==> config.mk <==
export PLATFORM = sky130hd
export DESIGN_NAME = cacheline_arbiter_flat
export DESIGN_NICKNAME = d
export VERILOG_FILES = /design/src/rtl/cacheline_arbiter_if.sv /design/src/rtl/cacheline_arbiter.sv /design/src/flat_wrapper.sv
export SDC_FILE = /design/constraint.sdc
export NUM_CORES = 1
export LEC_CHECK = 0
export CAP_MARGIN = 20
export CORE_AREA = 3 3 537 539
export DETAILED_ROUTE_END_ITERATION = 16
export DIE_AREA = 0 0 540 542
export SYNTH_ARGS = -nofsm -noshare
export SYNTH_HDL_FRONTEND = slang
export SYNTH_SLANG_ARGS = --single-unit
export TNS_END_PERCENT = 50
==> constraint.sdc <==
create_clock -name clk -period 22.1 [get_ports clk]
set_input_delay 3.315 -clock clk [delete_from_list [all_inputs] [get_ports clk]]
set_output_delay 3.315 -clock clk [all_outputs]
set_load 0.03 [all_outputs]
==> src/rtl/cacheline_arbiter_if.sv <==
// Bundle of I-cache, D-cache and memory-port signals around the cacheline arbiter.
// slave is the arbiter's view; master is the view of the caches plus memory model.
interface cacheline_arbiter_if #(
  parameter int unsigned ADDR_WIDTH = 32,
  parameter int unsigned LINE_WIDTH = 256
);
  logic                  i_read;
  logic [ADDR_WIDTH-1:0] i_address;
  logic [LINE_WIDTH-1:0] i_rdata;
  logic                  i_resp;
  logic                  d_read;
  logic                  d_write;
  logic [ADDR_WIDTH-1:0] d_address;
  logic [LINE_WIDTH-1:0] d_wdata;
  logic [LINE_WIDTH-1:0] d_rdata;
  logic                  d_resp;
  logic                  mem_read;
  logic                  mem_write;
  logic [ADDR_WIDTH-1:0] mem_address;
  logic [LINE_WIDTH-1:0] mem_wdata;
  logic [LINE_WIDTH-1:0] mem_rdata;
  logic                  mem_resp;

  modport slave (
    input  i_read, i_address, d_read, d_write, d_address, d_wdata, mem_rdata, mem_resp,
    output i_rdata, i_resp, d_rdata, d_resp, mem_read, mem_write, mem_address, mem_wdata
  );

  modport master (
    output i_read, i_address, d_read, d_write, d_address, d_wdata, mem_rdata, mem_resp,
    input  i_rdata, i_resp, d_rdata, d_resp, mem_read, mem_write, mem_address, mem_wdata
  );
endinterface

==> src/rtl/cacheline_arbiter.sv <==
// Shares one memory cacheline port between the I-cache and D-cache miss paths.
// Define ARB_ROUND_ROBIN_EN to alternate grants on ties; otherwise D always wins ties.
module cacheline_arbiter #(
  parameter int unsigned ADDR_WIDTH = 32,
  parameter int unsigned LINE_WIDTH = 256
) (
  input logic               clk,
  input logic               rst,
  cacheline_arbiter_if.slave bus
);

  typedef enum logic [1:0] {StIdle, StServeI, StServeD} state_e;

  state_e                state_q, state_d;
  logic                  op_write_q, op_write_d;
  logic [ADDR_WIDTH-1:0] addr_q, addr_d;
  logic [LINE_WIDTH-1:0] wdata_q, wdata_d;
  logic                  last_d_q, last_d_d;  // 1: most recent completed grant was D

  logic d_req;
  logic i_req;
  logic grant_d;
  logic serving;

  assign d_req = bus.d_read | bus.d_write;
  assign i_req = bus.i_read;

`ifdef ARB_ROUND_ROBIN_EN
  assign grant_d = d_req & (~i_req | ~last_d_q);
`else
  assign grant_d = d_req;
`endif

  always_comb begin
    state_d    = state_q;
    op_write_d = op_write_q;
    addr_d     = addr_q;
    wdata_d    = wdata_q;
    last_d_d   = last_d_q;
    unique case (state_q)
      StIdle: begin
        if (grant_d) begin
          // Read and write together is treated as a writeback.
          state_d    = StServeD;
          op_write_d = bus.d_write;
          addr_d     = bus.d_address;
          wdata_d    = bus.d_write ? bus.d_wdata : '0;
        end else if (i_req) begin
          state_d    = StServeI;
          op_write_d = 1'b0;
          addr_d     = bus.i_address;
          wdata_d    = '0;
        end
      end
      StServeI: begin
        if (bus.mem_resp) begin
          state_d  = StIdle;
          last_d_d = 1'b0;
        end
      end
      StServeD: begin
        if (bus.mem_resp) begin
          state_d  = StIdle;
          last_d_d = 1'b1;
        end
      end
      default: state_d = StIdle;
    endcase
  end

  always_ff @(posedge clk or posedge rst) begin
    if (rst) begin
      state_q    <= StIdle;
      op_write_q <= 1'b0;
      addr_q     <= '0;
      wdata_q    <= '0;
      last_d_q   <= 1'b1;
    end else begin
      state_q    <= state_d;
      op_write_q <= op_write_d;
      addr_q     <= addr_d;
      wdata_q    <= wdata_d;
      last_d_q   <= last_d_d;
    end
  end

  // Memory side is driven purely from registered state, so reset clears it at once.
  assign serving         = (state_q != StIdle);
  assign bus.mem_read    = serving & ~op_write_q;
  assign bus.mem_write   = serving & op_write_q;
  assign bus.mem_address = addr_q;
  assign bus.mem_wdata   = op_write_q ? wdata_q : '0;

  assign bus.i_resp  = (state_q == StServeI) & bus.mem_resp;
  assign bus.d_resp  = (state_q == StServeD) & bus.mem_resp;
  assign bus.i_rdata = bus.mem_rdata;
  assign bus.d_rdata = bus.mem_rdata;

endmodule

==> src/flat_wrapper.sv <==
// flat-port wrapper written by rule: the top's interface ports become plain ports
module cacheline_arbiter_flat 
#(
  parameter int unsigned ADDR_WIDTH = 32,
  parameter int unsigned LINE_WIDTH = 256
)
  (clk, rst, bus_i_read, bus_i_address, bus_d_read, bus_d_write, bus_d_address, bus_d_wdata, bus_mem_rdata, bus_mem_resp, bus_i_rdata, bus_i_resp, bus_d_rdata, bus_d_resp, bus_mem_read, bus_mem_write, bus_mem_address, bus_mem_wdata);
  cacheline_arbiter_if #(.ADDR_WIDTH(ADDR_WIDTH), .LINE_WIDTH(LINE_WIDTH)) bus_i ();
  input logic clk;
  input logic rst;
  input wire logic [$bits(bus_i.i_read)-1:0] bus_i_read;
  input wire logic [$bits(bus_i.i_address)-1:0] bus_i_address;
  input wire logic [$bits(bus_i.d_read)-1:0] bus_d_read;
  input wire logic [$bits(bus_i.d_write)-1:0] bus_d_write;
  input wire logic [$bits(bus_i.d_address)-1:0] bus_d_address;
  input wire logic [$bits(bus_i.d_wdata)-1:0] bus_d_wdata;
  input wire logic [$bits(bus_i.mem_rdata)-1:0] bus_mem_rdata;
  input wire logic [$bits(bus_i.mem_resp)-1:0] bus_mem_resp;
  output wire logic [$bits(bus_i.i_rdata)-1:0] bus_i_rdata;
  output wire logic [$bits(bus_i.i_resp)-1:0] bus_i_resp;
  output wire logic [$bits(bus_i.d_rdata)-1:0] bus_d_rdata;
  output wire logic [$bits(bus_i.d_resp)-1:0] bus_d_resp;
  output wire logic [$bits(bus_i.mem_read)-1:0] bus_mem_read;
  output wire logic [$bits(bus_i.mem_write)-1:0] bus_mem_write;
  output wire logic [$bits(bus_i.mem_address)-1:0] bus_mem_address;
  output wire logic [$bits(bus_i.mem_wdata)-1:0] bus_mem_wdata;
  assign bus_i.i_read = bus_i_read;
  assign bus_i.i_address = bus_i_address;
  assign bus_i.d_read = bus_d_read;
  assign bus_i.d_write = bus_d_write;
  assign bus_i.d_address = bus_d_address;
  assign bus_i.d_wdata = bus_d_wdata;
  assign bus_i.mem_rdata = bus_mem_rdata;
  assign bus_i.mem_resp = bus_mem_resp;
  assign bus_i_rdata = bus_i.i_rdata;
  assign bus_i_resp = bus_i.i_resp;
  assign bus_d_rdata = bus_i.d_rdata;
  assign bus_d_resp = bus_i.d_resp;
  assign bus_mem_read = bus_i.mem_read;
  assign bus_mem_write = bus_i.mem_write;
  assign bus_mem_address = bus_i.mem_address;
  assign bus_mem_wdata = bus_i.mem_wdata;
  cacheline_arbiter #(.ADDR_WIDTH(ADDR_WIDTH), .LINE_WIDTH(LINE_WIDTH)) u_core (.clk(clk), .rst(rst), .bus(bus_i));
endmodule
==> impl_metrics.env <==
export IMPL_first_iter_violations=1010
export IMPL_dieArea_sq_um=293000
export IMPL_die_w_microns=540
export IMPL_pin_count=1386
export IMPL_overflow=0
export IMPL_dpl_cell_area_sq_um=23900
export IMPL_hold_class="register to register"
export IMPL_drv_slew=0
export IMPL_avgSynthCellArea_sq_um=8.37
export IMPL_place_inst=5831
export IMPL_path_clk_slew_ns=0.04
export IMPL_path_max_fanout=3
export IMPL_cts_max_path_buffers=3
export IMPL_grt_max_degree=186
export IMPL_cts_resized=0
export IMPL_drc_errors=0
export IMPL_maxCapViolations=0
export IMPL_p_per_area_nw_per_um2=150
export IMPL_fin_cells=5933
export IMPL_critPathCaptureType="output pin"
export IMPL_portBuffers=617
export IMPL_first_pass_iters=5
export IMPL_cts_hold_buf=0
export IMPL_dpl_hpwl_microns=197000
export IMPL_cp_arrival_ns=5.53
export IMPL_status="finished clean"
export IMPL_design_area_sq_um=25600
export IMPL_hold_violations=0
export IMPL_fmax_mhz=113
export IMPL_period_share_pct=40.0
export IMPL_critPathKind="primary input to output pin"
export IMPL_tns_ns=0
export IMPL_fin_skew_ns=0.0890
export IMPL_wire_per_inst_microns=37.0
export IMPL_start_util_pct=6.10
export IMPL_final_nets=2702
export IMPL_rows=196
export IMPL_cp_required_ns=18.78
export IMPL_routed_via_density=2.48
export IMPL_startpoint_type="primary input"
export IMPL_finish_utilization_pct=9.00
export IMPL_cts_tree="built"
export IMPL_yosysSeqAreaShare_pct=42.0
export IMPL_irDropWorstVdd_uv=107
export IMPL_drive_gt1_share_pct=4.69
export IMPL_track_usage_pct=14.4
export IMPL_min_period_ns=8.85
export IMPL_cts_sinks=291
export IMPL_rsz0062_at_grt="false"
export IMPL_synth_cell_types=23
export IMPL_synthCells=2071
export IMPL_cts_root_buf="clkbuf_16"
export IMPL_ant_nets=0
export IMPL_synth_seq_cells=291
export IMPL_worst_hold_slack_ns=0.454
export IMPL_setup_viol=0
export IMPL_synth_area_sq_um=17300
export IMPL_vias=14700
export IMPL_die_h_microns=542
export IMPL_cts_max_level=2
export IMPL_synth_nets=2656
export IMPL_antenna_found_initial=117
export IMPL_power_leakage_nw=10.1
export IMPL_grt_pass1_vias=14400
export IMPL_wirelength_microns=219000
export IMPL_place_congestion=0.760
export IMPL_yosysWarnings=0
export IMPL_core_area_sq_um=284000
export IMPL_grt_pass1_wl_microns=253000
export IMPL_worst_pin_slew_ns=1.14
export IMPL_insertion_delay_ns=0.70
export IMPL_area_growth_pct=47.7
export IMPL_numCtsBuffers=46
export IMPL_maxSlewHeadroom_pct=23.8
export IMPL_cts_setup_buffers=0
[final timing paths]
kind | from | cells after the start | slack [ns] | endpoint
min in group asynchronous | rst | 2 | 3.16 | u_core.wdata_q[25]
worst max register to register | u_core.state_q[0] | 7 | 18.39 | u_core.wdata_q[191]
max in group asynchronous | rst | 4 | 16.79 | u_core.wdata_q[162]
worst min register to register | u_core.wdata_q[116] | 2 | 0.45 | u_core.wdata_q[116]
worst max-delay path | bus_mem_resp | 3 | 13.25 | bus_i_resp
worst min-delay path | u_core.wdata_q[116] | 2 | 0.45 | u_core.wdata_q[116]
[sequential cells by signal, indices dropped and copies added (netlist names)]
signal and cells:
u_core.wdata_q 256, u_core.bus.mem_address 32, u_core.state_q 2, u_core.op_write_q 1
[synthesized netlist by cell type]
| master | count | area, sq um |
|---|---|---|
| buf_4 | 534 | 4010 |
| buf_6 | 12 | 135 |
| dfrtp_1 | 291 | 7280 |
| clkbuf_4 | 1 | 7.51 |
| clkbuf_1 | 67 | 251 |
| nand2b_1 | 1 | 6.26 |
| inv_1 | 4 | 15.0 |
| nand3_1 | 256 | 1280 |
| mux2i_1 | 32 | 320 |
| nor2b_1 | 1 | 6.26 |
| o21ai_0 | 25 | 125 |
| a21oi_1 | 2 | 10.0 |
| and2_1 | 258 | 1610 |
| nor2_1 | 1 | 3.75 |
| ha_1 | 3 | 37.5 |
| nand2_1 | 549 | 2060 |
| o21ai_1 | 8 | 40.0 |
| buf_2 | 4 | 20.0 |
| o2bb2ai_1 | 1 | 8.76 |
| clkbuf_2 | 1 | 5.00 |
| o31ai_4 | 1 | 21.3 |
| nor2_4 | 1 | 11.3 |
| buf_1 | 18 | 67.6 |
[critical path: stages]
cell             delay (ns)
clkdlybuf4s50_1        0.87
and2_1                 0.51
clkdlybuf4s50_1        0.82
[kinds of logic (layout without fill, tap and decap cells)]
logic type      count (synthesis)  count (layout)  share of synthesized area (%)
compound gates                 37              37                           1.18
fa+ha+maj                       3               3                          0.217
buf+inv                       641             724                           26.0
flops                         291             291                           42.0
mux                            32              32                           1.85
other cells                     0              17                              0
simple gates                 1067            1067                           28.7
[per-layer routing]
metal	part of all wire, %	GRT usage (%)
met1	27	11.3
met2	40	20.5
met3	27	17.9
met4	5.5	6.95
met5	0.18	0.986
[area by class of cell]
type | count | area [sq um]
fillers | 33100 | 259000
flip-flops and latches | 291 | 7290
repair buffers | 635 | 6340
multi-input cells | 1139 | 5560
well taps | 3762 | 4710
clock buffers | 63 | 1310
clock inverters | 22 | 348
diodes | 17 | 42.5
inverters | 4 | 22.5
[metrics by stage]
stage	setup slack [ns]	total power, mW
after detailed placement	13.22	3.08
after global routing	13.21	4.11
final	13.25	3.84
after global placement	13.20	3.06
after CTS	13.21	3.95
after floorplan	10.75	2.09
[cell usage in the layout, fill, tap and decap left out, drive strengths merged, types with 17 or more instances in the layout]
cell type	netlist	routed
and2	258	258
clkdlybuf4s50	0	616
nand3	256	256
dfrtp	291	291
nand2	549	549
buf	568	19
mux2i	32	32
diode	0	17
o21ai	33	33
clkbuf	69	63
[where the power goes]
part | internal [mW] | total (mW) | switching, mW
clock | 0.489 | 0.831 | 0.342
sequential | 0.794 | 1.04 | 0.248
combinational | 0.589 | 1.97 | 1.38
total | 1.87 | 3.84 | 1.97
(Power assumes the default switching activity.)
